## src/rtl/kule_spi_pkg.sv

```systemverilog
// Shared definitions for the MCU<->FPGA SPI link: status frame layout,
// transmitter state encoding and the CRC-8 helper.
// Build option: SPI_STATUS_CRC_EN appends a CRC-8 byte to the status frame.
package kule_spi_pkg;

  localparam logic [3:0] STATUS_MAGIC    = 4'hA;
  localparam logic [7:0] STATUS_CRC_POLY = 8'h07;

`ifdef SPI_STATUS_CRC_EN
  localparam int STATUS_BYTES = 5;
`else
  localparam int STATUS_BYTES = 4;
`endif

  // Byte positions within the status frame, B0 is sent first.
  localparam int BYTE_FLAGS    = 0;
  localparam int BYTE_QCOUNT   = 1;
  localparam int BYTE_FRAME_HI = 2;
  localparam int BYTE_FRAME_LO = 3;
`ifdef SPI_STATUS_CRC_EN
  localparam int BYTE_CRC      = 4;
`endif

  typedef enum logic [1:0] {IDLE, LOAD, SHIFT, DONE} spi_tx_state_t;

  // One byte of CRC-8, MSB first, no reflection.
  function automatic logic [7:0] crc8_byte(input logic [7:0] crc, input logic [7:0] data);
    logic [7:0] c;
    c = crc ^ data;
    for (int i = 0; i < 8; i++) begin
      c = c[7] ? ((c << 1) ^ STATUS_CRC_POLY) : (c << 1);
    end
    return c;
  endfunction

endpackage

```

## src/rtl/spi_status_tx_if.sv

```systemverilog
// SPI pin bundle between the MCU (master) and the status transmitter (slave).
interface spi_status_tx_if;
  logic spi_cs;
  logic spi_clk;
  logic spi_miso;
  logic spi_miso_oe;

  modport slave  (input spi_cs, input spi_clk, output spi_miso, output spi_miso_oe);
  modport master (output spi_cs, output spi_clk, input spi_miso, input spi_miso_oe);
endinterface

```

## src/rtl/spi_edge_sync.sv

```systemverilog
// Multi-flop synchronizer for an asynchronous pin followed by an edge
// detector. RESET_VAL is the idle level of the pin so that reset release
// does not fabricate an edge.
module spi_edge_sync #(
  parameter int   SYNC_STAGES = 2,
  parameter logic RESET_VAL   = 1'b0
) (
  input  logic clock,
  input  logic reset_n,
  input  logic d,
  output logic rise,
  output logic fall
);

  logic [SYNC_STAGES-1:0] sync_q;
  logic                   prev_q;

  // Synchronizer chain plus the edge-detect history register.
  always_ff @(posedge clock or negedge reset_n) begin
    if (!reset_n) begin
      sync_q <= {SYNC_STAGES{RESET_VAL}};
      prev_q <= RESET_VAL;
    end else begin
      sync_q[0] <= d;
      for (int i = 1; i < SYNC_STAGES; i++) begin
        sync_q[i] <= sync_q[i-1];
      end
      prev_q <= sync_q[SYNC_STAGES-1];
    end
  end

  assign rise = sync_q[SYNC_STAGES-1] & ~prev_q;
  assign fall = ~sync_q[SYNC_STAGES-1] & prev_q;

endmodule

```

## src/rtl/spi_status_tx.sv

```systemverilog
// SPI slave MISO transmitter: while CS is low, shifts a status snapshot
// (framebuffer/queue flags, queue count, vsync frame counter) to the MCU,
// MSB first, SPI mode 0, then fills with 0xFF.
// Build option: SPI_STATUS_CRC_EN adds a fifth CRC-8 byte over B0..B3.
module spi_status_tx
  import kule_spi_pkg::*;
#(
  parameter int SYNC_STAGES   = 2,
  parameter int QUEUE_COUNT_W = 8,
  parameter int FRAME_CNT_W   = 16
) (
  input  logic                     clock,
  input  logic                     reset_n,
  spi_status_tx_if.slave           spi,
  input  logic                     vsync,
  input  logic                     fb_resetting,
  input  logic                     queue_empty,
  input  logic                     queue_full,
  input  logic [QUEUE_COUNT_W-1:0] queue_count,
  output logic [FRAME_CNT_W-1:0]   frame_count,
  output logic                     tx_active
);

  localparam int          SHIFT_W   = 8 * STATUS_BYTES;
  localparam logic [2:0]  LAST_BYTE = 3'(STATUS_BYTES - 1);

  spi_tx_state_t          state;
  logic [SHIFT_W-1:0]     shreg;
  logic [SHIFT_W-1:0]     load_vec;
  logic [7:0]             snap_b [STATUS_BYTES];
  logic [2:0]             bit_cnt;
  logic [2:0]             byte_idx;
  logic                   miso_q;
  logic                   oe_q;
  logic                   cs_rise;
  logic                   cs_fall;
  logic                   sck_fall;
  logic                   sck_fall_p1;
  logic                   sck_rise_unused;
  logic                   vsync_q;
  logic [FRAME_CNT_W-1:0] frame_cnt_q;
`ifdef SPI_STATUS_CRC_EN
  logic [7:0]             crc;
`endif

  spi_edge_sync #(.SYNC_STAGES(SYNC_STAGES), .RESET_VAL(1'b1)) u_cs_sync (
    .clock   (clock),
    .reset_n (reset_n),
    .d       (spi.spi_cs),
    .rise    (cs_rise),
    .fall    (cs_fall)
  );

  spi_edge_sync #(.SYNC_STAGES(SYNC_STAGES), .RESET_VAL(1'b0)) u_sck_sync (
    .clock   (clock),
    .reset_n (reset_n),
    .d       (spi.spi_clk),
    .rise    (sck_rise_unused),
    .fall    (sck_fall)
  );

  // Delay the SCK event one cycle so every bit lands at the same latency
  // after its SCK fall as bit 7 does after CS fall (which pays for LOAD).
  always_ff @(posedge clock or negedge reset_n) begin
    if (!reset_n) sck_fall_p1 <= 1'b0;
    else          sck_fall_p1 <= sck_fall;
  end

  // Vsync rising-edge frame counter, wraps naturally.
  always_ff @(posedge clock or negedge reset_n) begin
    if (!reset_n) begin
      vsync_q     <= 1'b0;
      frame_cnt_q <= '0;
    end else begin
      vsync_q <= vsync;
      if (vsync && !vsync_q) frame_cnt_q <= frame_cnt_q + 1'b1;
    end
  end

  // Snapshot bytes taken from the live inputs; frame_cnt_q still holds the
  // pre-increment value in a cycle where a vsync edge is being counted.
  always_comb begin
    snap_b[BYTE_FLAGS]    = {STATUS_MAGIC, fb_resetting, queue_full, queue_empty, frame_cnt_q[0]};
    snap_b[BYTE_QCOUNT]   = queue_count[7:0];
    snap_b[BYTE_FRAME_HI] = frame_cnt_q[15:8];
    snap_b[BYTE_FRAME_LO] = frame_cnt_q[7:0];
`ifdef SPI_STATUS_CRC_EN
    crc = 8'h00;
    for (int i = 0; i < BYTE_CRC; i++) begin
      crc = crc8_byte(crc, snap_b[i]);
    end
    snap_b[BYTE_CRC] = crc;
`endif
  end

  // Pack the frame with B0 in the MSBs so one long shift register serves all bytes.
  always_comb begin
    load_vec = '0;
    for (int i = 0; i < STATUS_BYTES; i++) begin
      load_vec[8*(STATUS_BYTES-1-i) +: 8] = snap_b[i];
    end
  end

  // Transmit FSM; CS release wins over any pending SCK event.
  always_ff @(posedge clock or negedge reset_n) begin
    if (!reset_n) begin
      state    <= IDLE;
      shreg    <= '0;
      bit_cnt  <= '0;
      byte_idx <= '0;
      miso_q   <= 1'b1;
      oe_q     <= 1'b0;
    end else if (cs_rise) begin
      state  <= IDLE;
      miso_q <= 1'b1;
      oe_q   <= 1'b0;
    end else begin
      case (state)
        IDLE: begin
          miso_q <= 1'b1;
          oe_q   <= 1'b0;
          if (cs_fall) state <= LOAD;
        end
        LOAD: begin
          shreg    <= load_vec;
          miso_q   <= load_vec[SHIFT_W-1];
          oe_q     <= 1'b1;
          bit_cnt  <= 3'd7;
          byte_idx <= '0;
          state    <= SHIFT;
        end
        SHIFT: begin
          if (sck_fall_p1) begin
            shreg  <= {shreg[SHIFT_W-2:0], 1'b1};
            miso_q <= shreg[SHIFT_W-2];
            if (bit_cnt != 3'd0) begin
              bit_cnt <= bit_cnt - 3'd1;
            end else if (byte_idx == LAST_BYTE) begin
              miso_q <= 1'b1;
              state  <= DONE;
            end else begin
              byte_idx <= byte_idx + 3'd1;
              bit_cnt  <= 3'd7;
            end
          end
        end
        DONE: begin
          miso_q <= 1'b1;
        end
        default: state <= IDLE;
      endcase
    end
  end

  assign spi.spi_miso    = miso_q;
  assign spi.spi_miso_oe = oe_q;
  assign frame_count     = frame_cnt_q;
  assign tx_active       = (state != IDLE);

endmodule

```

## src/flat_wrapper.sv

```systemverilog
// flat-port wrapper written by rule: the top's interface ports become plain ports
module spi_status_tx_flat import kule_spi_pkg::*;
#(
  parameter int SYNC_STAGES   = 2,
  parameter int QUEUE_COUNT_W = 8,
  parameter int FRAME_CNT_W   = 16
)
  (clock, reset_n, vsync, fb_resetting, queue_empty, queue_full, queue_count, frame_count, tx_active, spi_spi_cs, spi_spi_clk, spi_spi_miso, spi_spi_miso_oe);
  spi_status_tx_if spi_i ();
  input  logic clock;
  input  logic reset_n;
  input  logic vsync;
  input  logic fb_resetting;
  input  logic queue_empty;
  input  logic queue_full;
  input  logic [QUEUE_COUNT_W-1:0] queue_count;
  output logic [FRAME_CNT_W-1:0] frame_count;
  output logic tx_active;
  input wire logic [$bits(spi_i.spi_cs)-1:0] spi_spi_cs;
  input wire logic [$bits(spi_i.spi_clk)-1:0] spi_spi_clk;
  output wire logic [$bits(spi_i.spi_miso)-1:0] spi_spi_miso;
  output wire logic [$bits(spi_i.spi_miso_oe)-1:0] spi_spi_miso_oe;
  assign spi_i.spi_cs = spi_spi_cs;
  assign spi_i.spi_clk = spi_spi_clk;
  assign spi_spi_miso = spi_i.spi_miso;
  assign spi_spi_miso_oe = spi_i.spi_miso_oe;
  spi_status_tx #(.SYNC_STAGES(SYNC_STAGES), .QUEUE_COUNT_W(QUEUE_COUNT_W), .FRAME_CNT_W(FRAME_CNT_W)) u_core (.clock(clock), .reset_n(reset_n), .spi(spi_i), .vsync(vsync), .fb_resetting(fb_resetting), .queue_empty(queue_empty), .queue_full(queue_full), .queue_count(queue_count), .frame_count(frame_count), .tx_active(tx_active));
endmodule
```

## config.mk

```make
export PLATFORM = sky130hd
export DESIGN_NAME = spi_status_tx_flat
export DESIGN_NICKNAME = d
export VERILOG_FILES = /design/src/rtl/kule_spi_pkg.sv /design/src/rtl/spi_status_tx_if.sv /design/src/rtl/spi_edge_sync.sv /design/src/rtl/spi_status_tx.sv /design/src/flat_wrapper.sv
export SDC_FILE = /design/constraint.sdc
export NUM_CORES = 1
export LEC_CHECK = 0
export ABC_AREA = 1
export ABC_CLOCK_PERIOD_IN_PS = 1600
export BUFFER_PORTS_ARGS = -buffer_cell sky130_fd_sc_hd__buf_2
export CAP_MARGIN = 5
export CORE_UTILIZATION = 52
export DETAILED_ROUTE_END_ITERATION = 6
export PLACE_DENSITY_LB_ADDON = 0.1
export SKIP_LAST_GASP = 1
export SYNTH_ARGS = -nofsm -noshare
export SYNTH_HDL_FRONTEND = slang
export SYNTH_SLANG_ARGS = --single-unit
```

## constraint.sdc

```tcl
create_clock -name clock -period 1.6 [get_ports clock]
set_clock_uncertainty 0.1 [all_clocks]
set_input_delay 0.16 -clock clock [delete_from_list [all_inputs] [get_ports clock]]
set_output_delay 0.16 -clock clock [all_outputs]
set_load 0.01 [all_outputs]
```

==> load_flow_metrics.sql <==
INSERT INTO impl_metrics (metric_group, metric, value, unit) VALUES
('detailed_routing', 'drtIter0Drc', '108', ''),
('setup_path', 'worst_setup_path_start_kind', 'flop', ''),
('pwr', 'relative_contribution_of_combinational_cells_to_total_power', '0.402', ''),
('clock_network', 'cts_inserted_buffers', '9', ''),
('placement', 'dp_hpwl', '4340', 'um'),
('detailed_routing', 'detailroute.via_count', '2570', ''),
('timing', 'slew-limit-headroom', '0.736', ''),
('yosys', 'ys_seq_area_frac', '0.515', ''),
('detailed_routing', 'route.detailed.vias_per_inst', '4.99', ''),
('global_routing', 'grt_use_total', '0.225', ''),
('setup_path', 'worst-endpoint-required', '1.71', 'ns'),
('pwr', 'cell_internal_pwr', '0.00421', 'W'),
('placement', 'portBuffers', '34', ''),
('clock_network', 'clock-sinks', '65', ''),
('placement', 'placed_area', '3490', 'um^2'),
('yosys', 'synthesis.area_per_instance', '8.29', 'um^2'),
('placement', 'place_worst_setup_slack', '0.00996', 'ns'),
('final_layout', 'layout.cells.most_common_list', 'sky130_fd_sc_hd__nand2_1, sky130_fd_sc_hd__dfrtp_1, sky130_fd_sc_hd__inv_1, sky130_fd_sc_hd__buf_2, sky130_fd_sc_hd__o21ai_0', ''),
('worst_hold_path', 'worst_hold_path_type', 'input pin to flop', ''),
('floorplanning', 'placementRows', '28', ''),
('timing', 'setup_violations', '0', ''),
('global_routing', 'grt_first_pass_wirelength', '10900', 'um'),
('timing', 'fmax', '0.647', 'GHz'),
('final_layout', 'stdcell_area', '3830', 'um^2'),
('detailed_routing', 'drc', '0', ''),
('yosys', 'synthesis.yosys.warnings', '0', ''),
('detailed_routing', 'wl_per_instance', '12.5', 'um'),
('yosys', 'synth.cell_area', '3170', 'um^2'),
('floorplanning', 'coreArea', '5890', 'um^2'),
('pwr', 'seqPwrFrac', '0.375', ''),
('clock_network', 'cts_tree', 'built', ''),
('clock_network', 'clock_latency', '0.34', 'ns'),
('global_routing', 'number_of_global_route_vias_before_repair', '2391', ''),
('floorplanning', 'die_area', '6410', 'um^2'),
('final_layout', 'nFillCells', '489', ''),
('placement', 'dp_cells', '491', ''),
('global_routing', 'grt_start_max_net_pins', '44', ''),
('final_layout', 'antennaDiodeCount', '0', ''),
('final_layout', 'layout_commonest_cell', 'sky130_fd_sc_hd__nand2_1', ''),
('pwr', 'max-vdd-ir-drop', '1190', 'uV'),
('timing', 'final_min_period_over_clock_period', '0.966', ''),
('clock_network', 'cts_htree_levels', '3', ''),
('final_layout', 'num-nets-final', '460', ''),
('detailed_routing', 'routed_wl', '6430', 'um'),
('pwr', 'power.static_leakage', '1.96', 'nW'),
('setup_path', 'critPathKind', 'flop to flop', ''),
('pwr', 'cellPowerDensity', '1750', 'nW/um^2'),
('placement', 'gp_congestion', '0.823', ''),
('setup_path', 'end_kind', 'flop', ''),
('timing', 'report.final.slew_viol_count', '0', ''),
('clock_network', 'cts-root-to-sink-buffers', '2', ''),
('pwr', 'switchingPower', '0.00250', 'W'),
('setup_path', 'critPathArrivalTime', '1.66', 'ns'),
('detailed_routing', 'drt_pass1_iterations', '4', ''),
('final_layout', 'fin_util', '0.650', ''),
('floorplanning', 'ios', '35', ''),
('setup_path', 'worst-path-max-fanout', '10', ''),
('floorplanning', 'floorplan_die_width', '80.0', 'um'),
('timing', 'worst_margin_slew', '0.393', 'ns'),
('timing', 'finalHoldViolCount', '0', ''),
('setup_path', 'reg2reg_slack', '0.05', 'ns'),
('clock_network', 'clk_transition_reported_paths', '0.07', 'ns'),
('detailed_routing', 'drtAntennaViolNets', '0', ''),
('flow_run', 'max_cap_viol_count', '0', ''),
('timing', 'finalCriticalPeriod', '1.55', 'ns'),
('yosys', 'yosys.cell_types.count', '25', ''),
('clock_network', 'cts.root.buffer_cell', 'sky130_fd_sc_hd__clkbuf_8', ''),
('global_routing', 'grt-ovfl-total', '0', ''),
('pwr', 'p_clk_frac', '0.223', ''),
('final_layout', 'area_growth_syn_to_layout', '20.8', '%'),
('outcome', 'outcome', 'finished clean', ''),
('yosys', 'synthCells', '382', ''),
('global_routing', 'antenna_found_initial', '0', ''),
('timing', 'rsz0062_at_grt', 'true', ''),
('final_layout', 'post_layout_nonfiller_instances', '515', ''),
('floorplanning', 'die_height', '80.0', 'um'),
('yosys', 'mappedNetlistNets', '407', ''),
('pwr', 'netSwitchingFraction', '0.373', ''),
('timing', 'tns', '0', 'ns'),
('floorplanning', 'start_util', '0.538', ''),
('timing', 'final.setup.worst_slack', '0.0548', 'ns'),
('final_layout', 'final_layout_size_suffix_gt1_frac', '0.184', ''),
('yosys', 'synth.ff_latch_count', '65', '');
==> logic make-up after synthesis <==
kind of cell | after synthesis | synth area share
XOR/XNOR | 9 | 0.0249
buffers and inverters | 65 | 0.0905
flip-flops | 65 | 0.515
adder cells (fa/ha/maj) | 9 | 0.0356
AND/OR/NAND/NOR | 180 | 0.236
multiplexers | 1 | 0.00356
AO/OA/AOI/OAI | 53 | 0.0940
==> layer usage <==
layer	wire, um	GRT usage	vias up
met3	251	0.0400	11
met2	2990	0.350	55
met1	3070	0.297	1185
met5	0	0	-
met4	113	0.121	0
li1	-	-	1319
==> registers in the layout (all words and copies together), names as in the netlist, 2 cells and up <==
| name | flops |
|---|---|
| u_core.bit_cnt | 3 |
| u_core.byte_idx | 3 |
| u_core.frame_count | 16 |
| u_core.shreg | 31 |
| u_core.state | 2 |
| u_core.u_cs_sync.sync_q | 2 |
| u_core.u_sck_sync.sync_q | 2 |
==> synth_stat cells (all sizes together) <==
cell / instances / area [um^2]
nand3: 14 / 82.6
clkbuf: 5 / 18.8
inv: 52 / 200
xnor2: 2 / 17.5
a21oi: 3 / 15.0
nand2: 124 / 465
o21ai: 37 / 185
nor3: 4 / 20.0
nor2: 28 / 118
nand4: 10 / 62.6
dfrtp: 61 / 1530
buf: 8 / 67.6
ha: 9 / 113
dfstp: 4 / 105
xor2: 7 / 61.3
o211ai: 13 / 97.6
mux2: 1 / 11.3
==> critical path, stage by stage (launching register included) <==
cell and delay (ns):
sky130_fd_sc_hd__dfrtp_1 0.39, sky130_fd_sc_hd__inv_2 0.11, sky130_fd_sc_hd__ha_4 0.17, sky130_fd_sc_hd__inv_4 0.05, sky130_fd_sc_hd__nor2_4 0.08, sky130_fd_sc_hd__inv_2 0.05
sky130_fd_sc_hd__nand3_4 0.10, sky130_fd_sc_hd__inv_4 0.07, sky130_fd_sc_hd__clkbuf_16 0.16, sky130_fd_sc_hd__o211ai_1 0.08, sky130_fd_sc_hd__nand2_1 0.07
==> area by class of cell <==
type	instances	area (um^2)	area share
flip-flops and latches	65	1630	0.426
inverters	52	200	0.0523
clock buffers	11	131	0.0343
clock inverters	5	80.1	0.0209
well taps	75	93.8	0.0245
multi-input cells	252	1280	0.334
repair buffers	55	410	0.107
==> worst paths after layout <==
check                                             end  depth (start not counted)                       start
max in group asynchronous  u_core.u_cs_sync.sync_q[1]                          3                     reset_n
min                                  u_core.shreg[25]                          5                 queue_empty
max                                  u_core.shreg[10]                         10             u_core.state[0]
max reg2reg                          u_core.shreg[10]                         10             u_core.state[0]
min in group asynchronous            u_core.shreg[17]                          2                     reset_n
min reg2reg                u_core.u_cs_sync.sync_q[1]                          0  u_core.u_cs_sync.sync_q[0]
==> power groups by stage <==
| stage | logic (W) | clock network, W | registers [W] |
|---|---|---|---|
| after floorplan | 0.00181 | 0 | 0.00251 |
| after global placement | 0.00244 | 0 | 0.00252 |
| after detailed placement | 0.00252 | 0 | 0.00253 |
| after CTS | 0.00254 | 0.00153 | 0.00251 |
| after global routing | 0.00310 | 0.00159 | 0.00260 |
| final | 0.00270 | 0.00150 | 0.00252 |
==> per-stage QoR <==
step / hold WS, ns / power, W
after floorplan: -0.236 / 0.00432
after global placement: -0.00924 / 0.00497
after detailed placement: -0.00774 / 0.00505
after CTS: 0.0237 / 0.00658
after global routing: 0.0635 / 0.00728
final: 0.0324 / 0.00671
==> repair_timing <==
item | in CTS | in global routing
hold buffers | 6 | 0
pin swaps | 0 | 4
gates resized for setup | 1 | 9
hold endpoints to repair | 67 | 0
buffers inserted | 0 | 1
setup endpoints to repair | 1 | 37
cloned | 0 | 1
Power figures use the tool's default switching activity.
